### src/rtl/adv_move_sequencer.sv
// Button-to-move sequencer for the adventure game: edge-qualified one-hot move pulses,
// route autoplay, game reset/restart sequencing. Optional move limit: ADV_MOVE_LIMIT_EN.
module adv_move_sequencer #(
  parameter logic [15:0] ROUTE      = 16'h0026,
  parameter int          ROUTE_LEN  = 3,
  parameter int          STEP_GAP   = 4,
  parameter int          RST_CYCLES = 2,
  parameter int          MAX_MOVES  = 20
) (
  input  logic       clk,
  input  logic       reset,
  input  logic       btn_n,
  input  logic       btn_s,
  input  logic       btn_e,
  input  logic       btn_w,
  input  logic       auto_start,
  input  logic       restart,
  input  logic       win,
  input  logic       d,
  output logic       mv_n,
  output logic       mv_s,
  output logic       mv_e,
  output logic       mv_w,
  output logic       game_reset,
  output logic [1:0] state_o,
  output logic [7:0] move_cnt,
  output logic       timeout
);
  typedef enum logic [1:0] {S_RST = 2'd0, S_PLAY = 2'd1, S_AUTO = 2'd2, S_OVER = 2'd3} state_t;

`ifdef ADV_MOVE_LIMIT_EN
  localparam bit LIMIT_ON = 1'b1;
`else
  localparam bit LIMIT_ON = 1'b0;
`endif

  localparam logic [7:0]  MAX8     = 8'(MAX_MOVES);
  localparam logic [3:0]  RST_LAST = 4'(RST_CYCLES - 1);
  localparam logic [3:0]  GAP_LOAD = 4'(STEP_GAP - 1);
  localparam logic [3:0]  LEN4     = 4'(ROUTE_LEN);
  // Padded so the index one past the last move stays in range.
  localparam logic [17:0] ROUTE_X  = {2'b00, ROUTE};

  state_t     state;
  logic [3:0] hist, rst_cnt, gap, idx, mv;
  logic [3:0] btns;
  logic [1:0] code;
  logic       press, ended, limit, fire_btn, fire_auto;

  assign btns  = {btn_w, btn_e, btn_s, btn_n};
  assign code  = ROUTE_X[{idx, 1'b0} +: 2];
  assign press = $onehot(btns) && (hist == 4'd0);
  assign ended = win | d;
  assign limit = LIMIT_ON && (move_cnt >= MAX8) && !win;

  // Restart, game end and the move limit all pre-empt a move in the same cycle.
  assign fire_btn  = (state == S_PLAY) && press && !auto_start && !restart && !ended && !limit;
  assign fire_auto = (state == S_AUTO) && (idx != LEN4) && (gap == 4'd0) &&
                     !restart && !ended && !limit;

  assign {mv_w, mv_e, mv_s, mv_n} = mv;
  assign state_o = state;

  always_ff @(posedge clk or posedge reset) begin
    if (reset) begin
      state      <= S_RST;
      game_reset <= 1'b1;
      rst_cnt    <= 4'd0;
      hist       <= 4'd0;
      mv         <= 4'd0;
      move_cnt   <= 8'd0;
      timeout    <= 1'b0;
      gap        <= 4'd0;
      idx        <= 4'd0;
    end else begin
      hist <= btns;
      mv   <= fire_btn ? btns : (fire_auto ? (4'b0001 << code) : 4'd0);
      if ((fire_btn || fire_auto) && move_cnt != 8'hFF) move_cnt <= move_cnt + 8'd1;

      if (restart && state != S_RST) begin
        state      <= S_RST;
        game_reset <= 1'b1;
        rst_cnt    <= 4'd0;
        move_cnt   <= 8'd0;
        timeout    <= 1'b0;
      end else begin
        case (state)
          S_RST: begin
            if (rst_cnt == RST_LAST) begin
              state      <= S_PLAY;
              game_reset <= 1'b0;
            end else begin
              rst_cnt <= rst_cnt + 4'd1;
            end
          end
          S_PLAY: begin
            if (ended) state <= S_OVER;
            else if (limit) begin
              timeout <= 1'b1;
              state   <= S_OVER;
            end else if (auto_start) begin
              state <= S_AUTO;
              idx   <= 4'd0;
              gap   <= GAP_LOAD;
            end
          end
          S_AUTO: begin
            if (ended) state <= S_OVER;
            else if (limit) begin
              timeout <= 1'b1;
              state   <= S_OVER;
            end else if (idx == LEN4) state <= S_PLAY;  // one cycle after the last move
            else if (gap == 4'd0) begin
              idx <= idx + 4'd1;
              gap <= GAP_LOAD;
            end else begin
              gap <= gap - 4'd1;
            end
          end
          default: ;
        endcase
      end
    end
  end
endmodule
### config.mk
export PLATFORM = sky130hd
export DESIGN_NAME = adv_move_sequencer
export DESIGN_NICKNAME = d
export VERILOG_FILES = /design/src/rtl/adv_move_sequencer.sv
export SDC_FILE = /design/constraint.sdc
export NUM_CORES = 1
export LEC_CHECK = 0
export ABC_AREA = 1
export BUFFER_PORTS_ARGS = -buffer_cell sky130_fd_sc_hd__buf_2
export CORE_MARGIN = 3
export CORE_UTILIZATION = 52
export DETAILED_ROUTE_END_ITERATION = 10
export GPL_TIMING_DRIVEN = 1
export PLACE_DENSITY_LB_ADDON = 0.05
export SYNTH_ARGS = -nofsm -noshare
export SYNTH_HDL_FRONTEND = slang
export SYNTH_SLANG_ARGS = --single-unit
### constraint.sdc
create_clock -name clk -period 1.3 [get_ports clk]
set_input_delay 0.13 -clock clk [delete_from_list [all_inputs] [get_ports clk]]
set_output_delay 0.13 -clock clk [all_outputs]
set_load 0.02 [all_outputs]
Yosys cells after proc, flatten, opt, wreduce, memory -nomap -nowiden --
Index checks and enable logic that the tools add are counted.
Word-level totals: bits in latches 0, bits in read-only memories 0, word-level logic and storage cells 93, bits in writable memories 0, input bits 10, output and inout port bits 16, memories kept 0, register bits after elaboration 31
Cells by class: shift operators 2, multiplexer cells 29, $add $sub $neg 7, bitwise logic cells 2, multipliers 0, magnitude comparators 0, reduce and logical (&&, ||, !) cells 29, divide/modulo/power cells 0, equal/unequal tests 16
Operators with widths (number):
- 4-bit 2-to-1 mux | 15
- 18-bit by 6-bit variable part select with 2-bit output (first input constant) | 1
- 8-bit 2-to-1 mux | 2
- 4-bit case mux with 2 select lines | 2
- 2-bit 2-to-1 mux | 6
- 1-bit logical AND | 11
- 2-bit != test (second input constant) | 5
- 2-bit nonzero test | 5
- 4-bit by 1-bit adder with 4-bit output (second input constant) | 2
- 8-bit by 1-bit adder with 8-bit output (second input constant) | 1
- 4-bit logical NOT | 2
- 4-bit by 2-bit != test with 1-bit output (second input constant) | 2
- 8-bit != test (second input constant) | 1
- 7-bit AND reduction | 1
- 2-bit case mux with 3 select lines | 1
- 6-bit AND reduction | 1
- 1-bit by 1-bit adder with 2-bit output | 2
- 4-bit by 1-bit == test with 1-bit output (second input constant) | 1
- 4-bit by 2-bit == test with 1-bit output (second input constant) | 1
- 4-bit by 3-bit != test with 1-bit output (second input constant) | 1
- 2-bit AND reduction | 2
- 4-bit AND reduction | 1
- 4-bit nonzero test | 1
- 1-bit by 2-bit << shifter with 4-bit output (first input constant) | 1
- 13 further kinds | 17

Logic depth before layout (Yosys ltp) --
Gate-level depths: netlist of the first run.
word-level depth 12, mapped depth 13, gate-level depth less buffers 13

Least setup slack after synthesis of the first run --
No wires, ideal clock.
path kind input to register, from input btn_n, to register move_cnt[3], required time 1.182 ns, path buffers 0, stages 13, arrival time 1.851 ns, path slack -0.669 ns, library setup time 0.118 ns, cell sequence inv_1 -> fa_1 -> inv_1 -> ha_1 -> ha_1 -> inv_1 -> nand2_1 -> nor2_1 -> nand3_4 -> nand2_4 -> nand2_8 -> nand3_2 -> nand2_1
Between the ends: word-level cells in the longest chain between the ends 11
Ends and longest elaborated chain:
- from (decl) | RTL line 12 | input logic btn_n,
- 1-bit by 1-bit adder with 2-bit output (implied by the code) | RTL line 52 | assign press = $onehot(btns) && (hist == 4'd0);
- 2-bit by 2-bit adder with 3-bit output (implied by the code) | RTL line 52
- 3-bit by 1-bit == test with 1-bit output | RTL line 52
- 1-bit logical AND | RTL line 52
- 1-bit logical AND (4 in series) | RTL line 57 | assign fire_btn = (state == S_PLAY) && press && !auto_start && !restart && !ended && !limit;
- 1-bit logical OR | RTL line 78 | if ((fire_btn || fire_auto) && move_cnt != 8'hFF) move_cnt <= move_cnt + 8'd1;
- 1-bit logical AND | RTL line 78
- 2-bit nonzero test (no line)
- to (signal assigned) | RTL line 78
- to (decl) | RTL line 26 | output logic [7:0] move_cnt,
No other way between the ends. A chain may end at the register's enable or synchronous reset.

Worst setup path in the final report of the first run --
from input btn_s, to register move_cnt[6]
Between the ends: word-level cells in the longest chain between the ends 11
Ends and longest elaborated chain:
- from (decl) | RTL line 13 | input logic btn_s,
- 1-bit by 1-bit adder with 2-bit output (implied by the code) | RTL line 52
- 2-bit by 2-bit adder with 3-bit output (implied by the code) | RTL line 52
- 3-bit by 1-bit == test with 1-bit output | RTL line 52
- 1-bit logical AND | RTL line 52
- 1-bit logical AND (4 in series) | RTL line 57
- 1-bit logical OR | RTL line 78
- 1-bit logical AND | RTL line 78
- 2-bit nonzero test (no line)
No other way between the ends.

==> flow_summary_export.csv, run 1 <==
group,metric,value,unit
critical_path,crit_path_cell_trace,"buf_8 > inv_4 > fa_1 > inv_1 > ha_2 > ha_4 > inv_2 > nand2_2 > nor2_4 > nand3_4 > nand2_8 > nand2_8 > nand3_2 > nand2_1",
logic_synthesis,syn_inst,254,
placement,hpwl,3.31,mm
logic_synthesis,yosys_warnings,0,
floorplan,core,3520,um2
critical_path,crit_path_frequent_cell,"nand2_8",
critical_path,cp_max_fo,8,
clocking,htree_levels,2,
finish,drive_above_1_share,46.6,%
power_and_ir_drop,vdd_drop_max,0.00114,V
detailed_routing,drc_errors,0,
status,outcome,"finished with violations",
logic_synthesis,avgSynthCellArea,7.93,um2
logic_synthesis,ys_seq_elements,31,
job,cap_violations,0,
detailed_routing,avgRoutedWirePerCell,13.0,um
global_routing,grt_pass1_vias,1805,
timing,fin_ws,-0.415,ns
timing,rsz0062_at_grt,"true",
clocking,cts_buffer_depth,2,
timing,fin_crit,1.71,ns
clocking,clk_pin_slew_worst_paths,0.07,ns
critical_path,critPathTopFamily,"adder cells",
global_routing,grt_pass1_wl,8.03,mm
global_routing,grt_antenna_before_repair,0,
critical_path,critPathRequiredTime,1.47,ns
critical_path,critPathLaunchType,"input pin",
finish,diodes,0,
clocking,cts_tree,"built",
power_and_ir_drop,cell_internal_pwr,2.97,mW
floorplan,start_util,57.2,%
power_and_ir_drop,pwr-share-seq,25.7,%
floorplan,die_area,4660,um2
floorplan,die_w,68.2,um
finish,final_cells,383,
critical_path,cpMaxStageDelayCell,"fa_1",
clocking,numCtsBuffers,5,
global_routing,overflow,0,
logic_synthesis,ys_seq_area_share,38.6,%
power_and_ir_drop,p_leak,1.57,nW
clocking,clockRootBuffer,"clkbuf_8",
placement,dp_cells,364,
critical_path,arrival,1.88,ns
global_routing,grt-busiest-layer,"met2",
timing,final_max_slew_viol_count,0,
power_and_ir_drop,clockPowerShare,20.3,%
global_routing,grt_start_max_net_pins,32,
detailed_routing,postRouteAntennaNets,0,
placement,port_buffers,24,
power_and_ir_drop,pwr-share-comb,54.0,%
global_routing,grt_usage,23.3,%
critical_path,cp_slowest_stage_delay,0.55,ns
timing,timing.final.hold_violations,0,
power_and_ir_drop,swShare,38.4,%
finish,final_nets,360,
floorplan,die_h,68.2,um
timing,fin_crit_sh,132,%
critical_path,worst-path-buf-inv,4,
detailed_routing,drtIter0Drc,119,
finish,multiInputGateArea,1280,um2
floorplan,fp-row-count,21,
clocking,clock_latency,0.28,ns
timing,fmax,0.583,GHz
status,violations,"negative setup slack",
critical_path,end_kind,"flip-flop",
detailed_routing,drt_wl_total,4.97,mm
critical_path,critPathKind,"in -> reg",
timing,fin_hold_ws,0.0805,ns
timing,clock-skew-final,0.00733,ns
logic_synthesis,ys_types,32,
finish,nFillCells,173,
global_routing,grtUsageMet2,40.2,%
detailed_routing,num_vias,1963,
global_routing,met1_usage,28.4,%
logic_synthesis,syn_nets,278,
global_routing,use_met3,4.60,%
clocking,clock-sinks,31,
floorplan,io_pins,26,
timing,final-setup-viol-count,25,
detailed_routing,drt-vias-per-instance,5.13,
min_path,hold_path_class,"in -> reg",
power_and_ir_drop,p_switching,1.85,mW
logic_synthesis,syn_area,2010,um2
placement,finalWeightedCongestion,0.795,
power_and_ir_drop,p_per_area,1590,nW/um2
finish,regArea,779,um2
finish,areaGrowthSynthToFinish,50.4,%
detailed_routing,dr.pass1.iters,4,
[cell usage after synthesis, drive strengths merged]
| library cell | count | area (um2) |
|---|---|---|
| ha | 13 | 163 |
| conb | 1 | 3.75 |
| a31oi | 2 | 12.5 |
| and2 | 1 | 6.26 |
| dfrtp | 30 | 751 |
| xor2 | 3 | 26.3 |
| fa | 1 | 20.0 |
| o211ai | 1 | 7.51 |
| nor3 | 3 | 37.5 |
| nor4 | 1 | 6.26 |
| inv | 43 | 161 |
| nand3 | 27 | 188 |
| nor2 | 27 | 109 |
| nand4 | 12 | 75.1 |
| xnor2 | 1 | 8.76 |
| buf | 4 | 25.0 |
| o22ai | 3 | 18.8 |
| nand2 | 61 | 270 |
| dfstp | 1 | 26.3 |
| o21ai | 12 | 60.1 |
| a21oi | 7 | 38.8 |
[state kept, by name (all words and copies together) (netlist names)]
| signal | count |
|---|---|
| mv | 4 |
| gap | 4 |
| idx | 4 |
| game_reset | 1 |
| hist | 4 |
| rst_cnt | 4 |
| move_cnt | 8 |
| state_o | 2 |
[power by group through the flow]
stage	clock (mW)	sequential (mW)	combinational, mW
6_report	0.976	1.24	2.60
5_1_grt	1.04	1.25	2.87
4_1_cts	0.992	1.24	2.36
2_1_floorplan	0	1.32	1.25
3_3_place_gp	0	1.23	1.96
3_5_place_dp	0	1.24	2.00
[routing by layer]
layer / routed length [um] / part of all wire, %
met4: 85 / 1.7
met1: 2020 / 41
met5: 0 / 0
met2: 2670 / 54
met3: 194 / 3.9
[worst register-to-register path: cells and delay by family, from the launching register on]
family / cells / cell delay, ns
adders and majority gates: 1 / 0.15
buffers and inverters: 1 / 0.08
DFF: 1 / 0.43
and+or+nand+nor: 7 / 0.77
[layout by cell type, fill, tap and decap left out, types with 2 or more instances in the layout]
| master | n |
|---|---|
| ha_4 | 4 |
| nand2_8 | 2 |
| buf_2 | 21 |
| nor2_4 | 3 |
| dfrtp_1 | 28 |
| buf_6 | 11 |
| o22ai_1 | 3 |
| clkbuf_8 | 6 |
| inv_2 | 6 |
| nand4_1 | 12 |
| nand3_2 | 10 |
| ha_1 | 7 |
| nand3_4 | 2 |
| xor2_1 | 3 |
| dlygate4sd3_1 | 3 |
| nand2_1 | 43 |
| nor2_2 | 7 |
| inv_1 | 30 |
| ha_2 | 2 |
| dfrtp_2 | 2 |
| buf_4 | 40 |
| buf_12 | 2 |
| nand2_4 | 4 |
| nor2_1 | 17 |
| nand3_1 | 15 |
| o21ai_2 | 4 |
| o21ai_1 | 6 |
| nor3_4 | 2 |
| a21oi_1 | 5 |
| inv_4 | 6 |
| nand2_2 | 13 |
[worst paths after layout]
| path | endpoint | startpoint | cells after the start | slack, ns |
|---|---|---|---|---|
| min in group asynchronous | rst_cnt[0] | reset | 4 | 0.48 |
| max | move_cnt[6] | btn_s | 14 | -0.41 |
| min | hist[0] | btn_n | 2 | 0.08 |
| max in group asynchronous | game_reset | reset | 4 | 0.50 |
| max reg2reg | move_cnt[6] | state_o[1] | 9 | -0.23 |
| min reg2reg | game_reset | game_reset | 2 | 0.48 |
[through the flow]
stage               power (mW)  setup slack (ns)  setup TNS (ns)  utilization [%]  instance area [um2]
finish                    4.81            -0.415           -6.10             86.1                 3030
global route              5.16            -0.504           -8.37             86.1                 3030
CTS                       4.59            -0.391           -5.77             83.5                 2940
detailed placement        3.24            -0.757          -10.46             73.5                 2590
global placement          3.19            -0.710           -9.79             73.5                 2590
floorplan                 2.57            -0.546           -6.53                -                 2120
[logic make-up (layout without fill, tap and decap cells)]
kind of cell | after synthesis | count (layout) | share of synthesized area, %
DFF | 31 | 31 | 38.6
and+or+nand+nor | 132 | 133 | 34.3
buffers and inverters | 47 | 129 | 9.25
AOI/OAI and AO/OA | 25 | 25 | 6.83
other | 1 | 1 | 0.186
adders and majority gates | 14 | 14 | 9.07
xor gates and xnor gates | 4 | 4 | 1.74
[repair_timing]
item,CTS,global route
resized for setup,41,20
setup buffers,5,3
cloned,1,0
endpoints found under the hold margin,32,0
pin swaps,21,14
hold buffers,3,0
setup endpoints to repair,25,26
[cell type report]
| type | instances | share of cell area (%) |
|---|---|---|
| clock buffer | 6 | 2.73 |
| tap | 46 | 1.90 |
| sequential | 31 | 25.7 |
| multi-input combinational | 177 | 42.2 |
| inverter | 43 | 6.07 |
| timing repair buffer | 78 | 20.3 |
| clock inverter | 2 | 1.16 |
Note: power is estimated with default switching activity, not from simulation.
==> run 2, diff against run 1 <==
PLACE_DENSITY = 0.84   (was not set)
PLACE_DENSITY_LB_ADDON = not set   (was 0.05)
==> run 2 against run 1 <==
Compared with the run above:
- the run still ends with negative setup slack left
- worst hold slack better by 0.0034 ns
- count of clock-buffer cells in the layout up 1
- first-iteration DRC count up 62%
- setup slack worse by 0.042 ns
- die area unchanged
- sequential share of layout area down 0.50 points
- critical path type unchanged
- largest power group unchanged
==> flow_summary_export.csv, run 2 (synthesis results as in run 1) <==
group,metric,value,unit
critical_path,cp_slowest_stage_delay,0.55,ns
critical_path,crit_path_cell_trace,"buf_8 > inv_4 > fa_1 > inv_1 > ha_2 > ha_4 > inv_2 > nand2_2 > nor2_4 > nand3_4 > nand2_8 > nand2_8 > nand3_2 > nand2_1",
finish,final_core_util,87.8,%
finish,top_register,"move_cnt",
critical_path,critPathLaunchType,"input pin",
critical_path,cpMaxStageDelayCell,"fa_1",
clocking,clock-sinks,31,
job,cap_violations,0,
finish,largest_reg_flops,8,
global_routing,grt_start_max_net_pins,32,
finish,areaGrowthSynthToFinish,53.4,%
global_routing,grt_pass1_wl,9.05,mm
global_routing,met1_usage,28.9,%
status,violations,"negative setup slack",
power_and_ir_drop,p_per_area,1640,nW/um2
critical_path,critPathRequiredTime,1.48,ns
floorplan,fp-row-count,21,
timing,fin_crit_sh,135,%
power_and_ir_drop,p_leak,1.59,nW
clocking,cts_buffer_depth,2,
floorplan,die_w,68.2,um
global_routing,use_met3,5.58,%
detailed_routing,dr.pass1.iters,4,
min_path,hold_path_class,"in -> reg",
floorplan,die_area,4660,um2
critical_path,critPathKind,"in -> reg",
detailed_routing,drtIter0Drc,193,
detailed_routing,postRouteAntennaNets,0,
detailed_routing,drt_wl_total,6.74,mm
critical_path,end_kind,"flip-flop",
clocking,clk_pin_slew_worst_paths,0.07,ns
timing,fmax,0.569,GHz
clocking,htree_levels,2,
status,outcome,"finished with violations",
detailed_routing,drt-vias-per-instance,5.54,
detailed_routing,avgRoutedWirePerCell,17.4,um
clocking,clock_latency,0.29,ns
clocking,clockRootBuffer,"clkbuf_8",
global_routing,grt-busiest-layer,"met2",
timing,final-setup-viol-count,27,
placement,finalWeightedCongestion,0.858,
critical_path,crit_path_frequent_cell,"nand2_8",
finish,diodes,0,
global_routing,grt_antenna_before_repair,0,
global_routing,grt_usage,26.6,%
global_routing,overflow,0,
floorplan,die_h,68.2,um
global_routing,grt_pass1_vias,2021,
finish,final_nets,364,
finish,nFillCells,169,
floorplan,start_util,57.2,%
finish,final_common_cell,"buf_4",
power_and_ir_drop,vdd_drop_max,0.00124,V
floorplan,io_pins,26,
critical_path,cp_max_fo,8,
timing,clock-skew-final,0.00541,ns
floorplan,core,3520,um2
timing,fin_ws,-0.457,ns
global_routing,grtUsageMet2,50.8,%
timing,fin_hold_ws,0.0839,ns
timing,final_max_slew_viol_count,0,
timing,timing.final.hold_violations,0,
finish,drive_above_1_share,50.1,%
detailed_routing,drc_errors,0,
finish,final_cell_mix,"buf_4, nand2_1, inv_1",
clocking,numCtsBuffers,5,
placement,hpwl,3.53,mm
timing,fin_crit,1.76,ns
clocking,cts_tree,"built",
critical_path,arrival,1.93,ns
detailed_routing,num_vias,2145,
placement,port_buffers,24,
timing,rsz0062_at_grt,"true",
==> run 2: report_power, final <==
part / total, mW / internal (mW) / leakage, nW / switching (mW)
sequential: 1.25 / 1.14 / 0.405 / 0.113
combinational: 3.01 / 1.31 / 1.13 / 1.70
clock: 0.802 / 0.427 / 0.0482 / 0.375
==> run 2: critical path: cells and delay by family <==
family / cells / cell delay [ns]
fa+ha+maj: 3 / 0.94
simple gates: 7 / 0.64
buf+inv: 4 / 0.22
==> run 2: per-layer routing <==
metal / wire length [um] / vias up
met2: 3640 / 96
met3: 364 / 36
met4: 319 / 0
li1: - / 990
met5: 0 / -
met1: 2420 / 1023
==> run 2: final cells by class <==
cell class                 instances  area, um2  share of cell area [%]
clock buffer                       7       86.3                    2.79
clock inverter                     1       5.00                   0.162
inverter                          43        189                    6.11
multi-input combinational        177       1340                    43.3
sequential                        31        779                    25.2
tap                               46       57.6                    1.86
timing repair buffer              82        634                    20.5
==> run 2: per-stage QoR <==
stage	instance area (um2)	TNS, ns	worst slack, ns	cells	total power [mW]
final	3090	-8.35	-0.457	387	5.06
after floorplan	2120	-6.53	-0.546	254	2.57
after global routing	3090	-10.18	-0.547	387	5.31
after detailed placement	2570	-10.83	-0.787	362	3.21
after CTS	2900	-6.12	-0.394	382	4.36
after global placement	2570	-9.55	-0.707	362	3.13
==> run 2: timing repair <==
| action | 4_1_cts | 5_1_grt |
|---|---|---|
| hold buffers | 3 | 0 |
| pin swaps | 19 | 20 |
| endpoints found under the hold margin | 32 | 0 |
| setup endpoints to repair | 26 | 26 |
| setup buffers | 8 | 6 |
| gates cloned | 1 | 0 |
| gates resized for setup | 35 | 43 |
==> run 2: path summary, 6_finish.rpt <==
kind                             from           to  slack (ns)  cells after the start
max reg2reg                    idx[0]        mv[2]       -0.35                      7
min reg2reg                game_reset   game_reset        0.50                      2
min                             btn_n      hist[0]        0.08                      2
max in group asynchronous       reset   game_reset        0.52                      4
min in group asynchronous       reset   rst_cnt[0]        0.45                      4
max                             btn_s  move_cnt[2]       -0.46                     14
==> run 3, diff against run 2 <==
CELL_PAD_IN_SITES_DETAIL_PLACEMENT = 1   (was not set)
CELL_PAD_IN_SITES_GLOBAL_PLACEMENT = 2   (was not set)
CORE_UTILIZATION = 30   (was 52)
PLACE_DENSITY = 0.82   (was 0.84)
==> run 3 against run 2 <==
Compared with the run above:
- the flow still finishes with violations (negative setup slack)
- die area grew 66%
- flip-flop and latch count stayed put
- final cell count rose by 8.3%
- count of clock-buffer cells in the layout unchanged
- setup slack better by 0.068 ns
- sequential power about the same
- worst hold slack got worse by 0.0050 ns
- total power shrank 3.9%
- non-clock buffer count up 1
- routed wire length down 8.9%
- first-iteration DRC count down 83%
==> flow_summary_export.csv, run 3 (synthesis results as in run 1) <==
group,metric,value,unit
clocking,htree_levels,2,
power_and_ir_drop,p_per_area,1560,nW/um2
clocking,clockRootBuffer,"clkbuf_8",
clocking,clk_pin_slew_worst_paths,0.07,ns
power_and_ir_drop,vdd_drop_max,0.000748,V
floorplan,die_area,7730,um2
finish,top_register,"move_cnt",
timing,fin_crit,1.69,ns
status,violations,"negative setup slack",
job,cap_violations,0,
placement,port_buffers,24,
detailed_routing,drc_errors,0,
critical_path,rr_endpoint,"move_cnt[6]",
critical_path,reg2regPathDepth,9,
placement,hpwl,4.23,mm
detailed_routing,drt-vias-per-instance,4.77,
critical_path,arrival,1.93,ns
critical_path,end_kind,"flip-flop",
floorplan,fp-row-count,29,
clocking,cts_buffer_depth,2,
finish,final_cell_mix,"buf_4, nand2_1, inv_1",
clocking,numCtsBuffers,5,
clocking,cts_tree,"built",
status,outcome,"finished with violations",
critical_path,cp_slowest_stage_delay,0.52,ns
detailed_routing,postRouteAntennaNets,0,
critical_path,crit_path_cell_trace,"buf_8 > inv_8 > fa_1 > inv_1 > ha_2 > ha_4 > inv_2 > nand2_2 > nor2_4 > nand3_4 > buf_12 > nand2_4 > nand4_1 > nand2_1",
timing,fin_ws,-0.389,ns
timing,fin_crit_sh,130,%
detailed_routing,drtIter0Drc,33,
floorplan,core,6420,um2
global_routing,grt_pass1_wl,9.97,mm
detailed_routing,dr.pass1.iters,3,
finish,final_core_util,48.5,%
min_path,hold_path_class,"in -> reg",
global_routing,overflow,0,
detailed_routing,num_vias,1997,
power_and_ir_drop,power.total,4.86,mW
min_path,hold_depth,2,
timing,fin_tns_setup,-6.07,ns
placement,finalWeightedCongestion,0.798,
floorplan,start_util,31.4,%
critical_path,critPathKind,"in -> reg",
floorplan,die_h,87.9,um
floorplan,die_w,87.9,um
timing,rsz0062_at_grt,"true",
critical_path,critPathRequiredTime,1.54,ns
timing,timing.final.hold_violations,0,
detailed_routing,drt_wl_total,6.14,mm
critical_path,critPathLaunchType,"input pin",
placement,dp_cells,398,
critical_path,cp_max_fo,4,
finish,drive_above_1_share,47.7,%
finish,final_cells,419,
finish,final_nets,365,
timing,fmax,0.592,GHz
timing,clock-skew-final,0.00279,ns
finish,diodes,0,
timing,final_max_slew_viol_count,0,
clocking,clock_latency,0.29,ns
global_routing,grt_start_max_net_pins,32,
finish,areaGrowthSynthToFinish,54.8,%
global_routing,grt_usage,16.8,%
global_routing,grt_pass1_vias,2156,
critical_path,timing.rr.start,"state_o[1]",
clocking,clock-sinks,31,
finish,final_common_cell,"buf_4",
detailed_routing,avgRoutedWirePerCell,14.6,um
critical_path,cpMaxStageDelayCell,"fa_1",
finish,largest_reg_flops,8,
floorplan,io_pins,26,
min_path,hold_start,"btn_e",
global_routing,grt_antenna_before_repair,0,
critical_path,reg2reg_slack,-0.23,ns
timing,final-setup-viol-count,26,
min_path,holdPathEnd,"hist[2]",
power_and_ir_drop,p_leak,1.60,nW
placement,post-place-ws,-0.787,ns
==> run 3: cell type report <==
| type | instances | area [um2] |
|---|---|---|
| Fill cell | 748 | 3300 |
| Multi-Input combinational cell | 177 | 1280 |
| Sequential cell | 31 | 779 |
| Timing Repair Buffer | 83 | 681 |
| Inverter | 43 | 176 |
| Clock buffer | 7 | 96.3 |
| Tap cell | 77 | 96.3 |
| Clock inverter | 1 | 7.51 |
==> run 3: routing by layer <==
layer  vias to the layer above  part of all wire (%)  global-route usage [%]
met2                        17                    56                    31.3
met5                         -                     0                       0
li1                        988                     -                       -
met1                       984                    41                    19.0
met3                         8                   2.0                    2.82
met4                         0                   1.3                    6.28
==> run 3: per-stage QoR <==
stage / hold slack, ns / cell area, um2
floorplan: 0.161 / 2120
global placement: 0.240 / 2670
detailed placement: 0.245 / 2670
CTS: 0.0652 / 2990
global route: 0.0723 / 3120
finish: 0.0789 / 3120
==> run 3: worst max-delay path by stage <==
stage,startpoint,endpoint,depth (start not counted)
floorplan,btn_n,move_cnt[3],13
global placement,btn_n,move_cnt[7],14
detailed placement,btn_n,move_cnt[3],14
CTS,btn_n,move_cnt[3],14
global route,btn_n,move_cnt[6],14
finish,btn_n,move_cnt[6],14
==> run 3: power by group <==
part,switching [mW],internal [mW]
logic,1.43,1.30
registers,0.105,1.14
clock network,0.405,0.482
total,1.94,2.92
==> run 3: worst max-delay path: cells and delay by family <==
| kind | cells | cell delay [ns] |
|---|---|---|
| adder cells (fa/ha/maj) | 3 | 0.90 |
| AND/OR/NAND/NOR | 6 | 0.52 |
| buffers and inverters | 5 | 0.37 |
==> run 3: repair_timing <==
item / CTS / global route
endpoints found under the setup margin: 25 / 26
pin swaps: 13 / 14
hold buffers: 3 / 0
endpoints found under the hold margin: 32 / 0
resized for setup: 36 / 15
cloned: 2 / 1
buffers inserted: 3 / 5
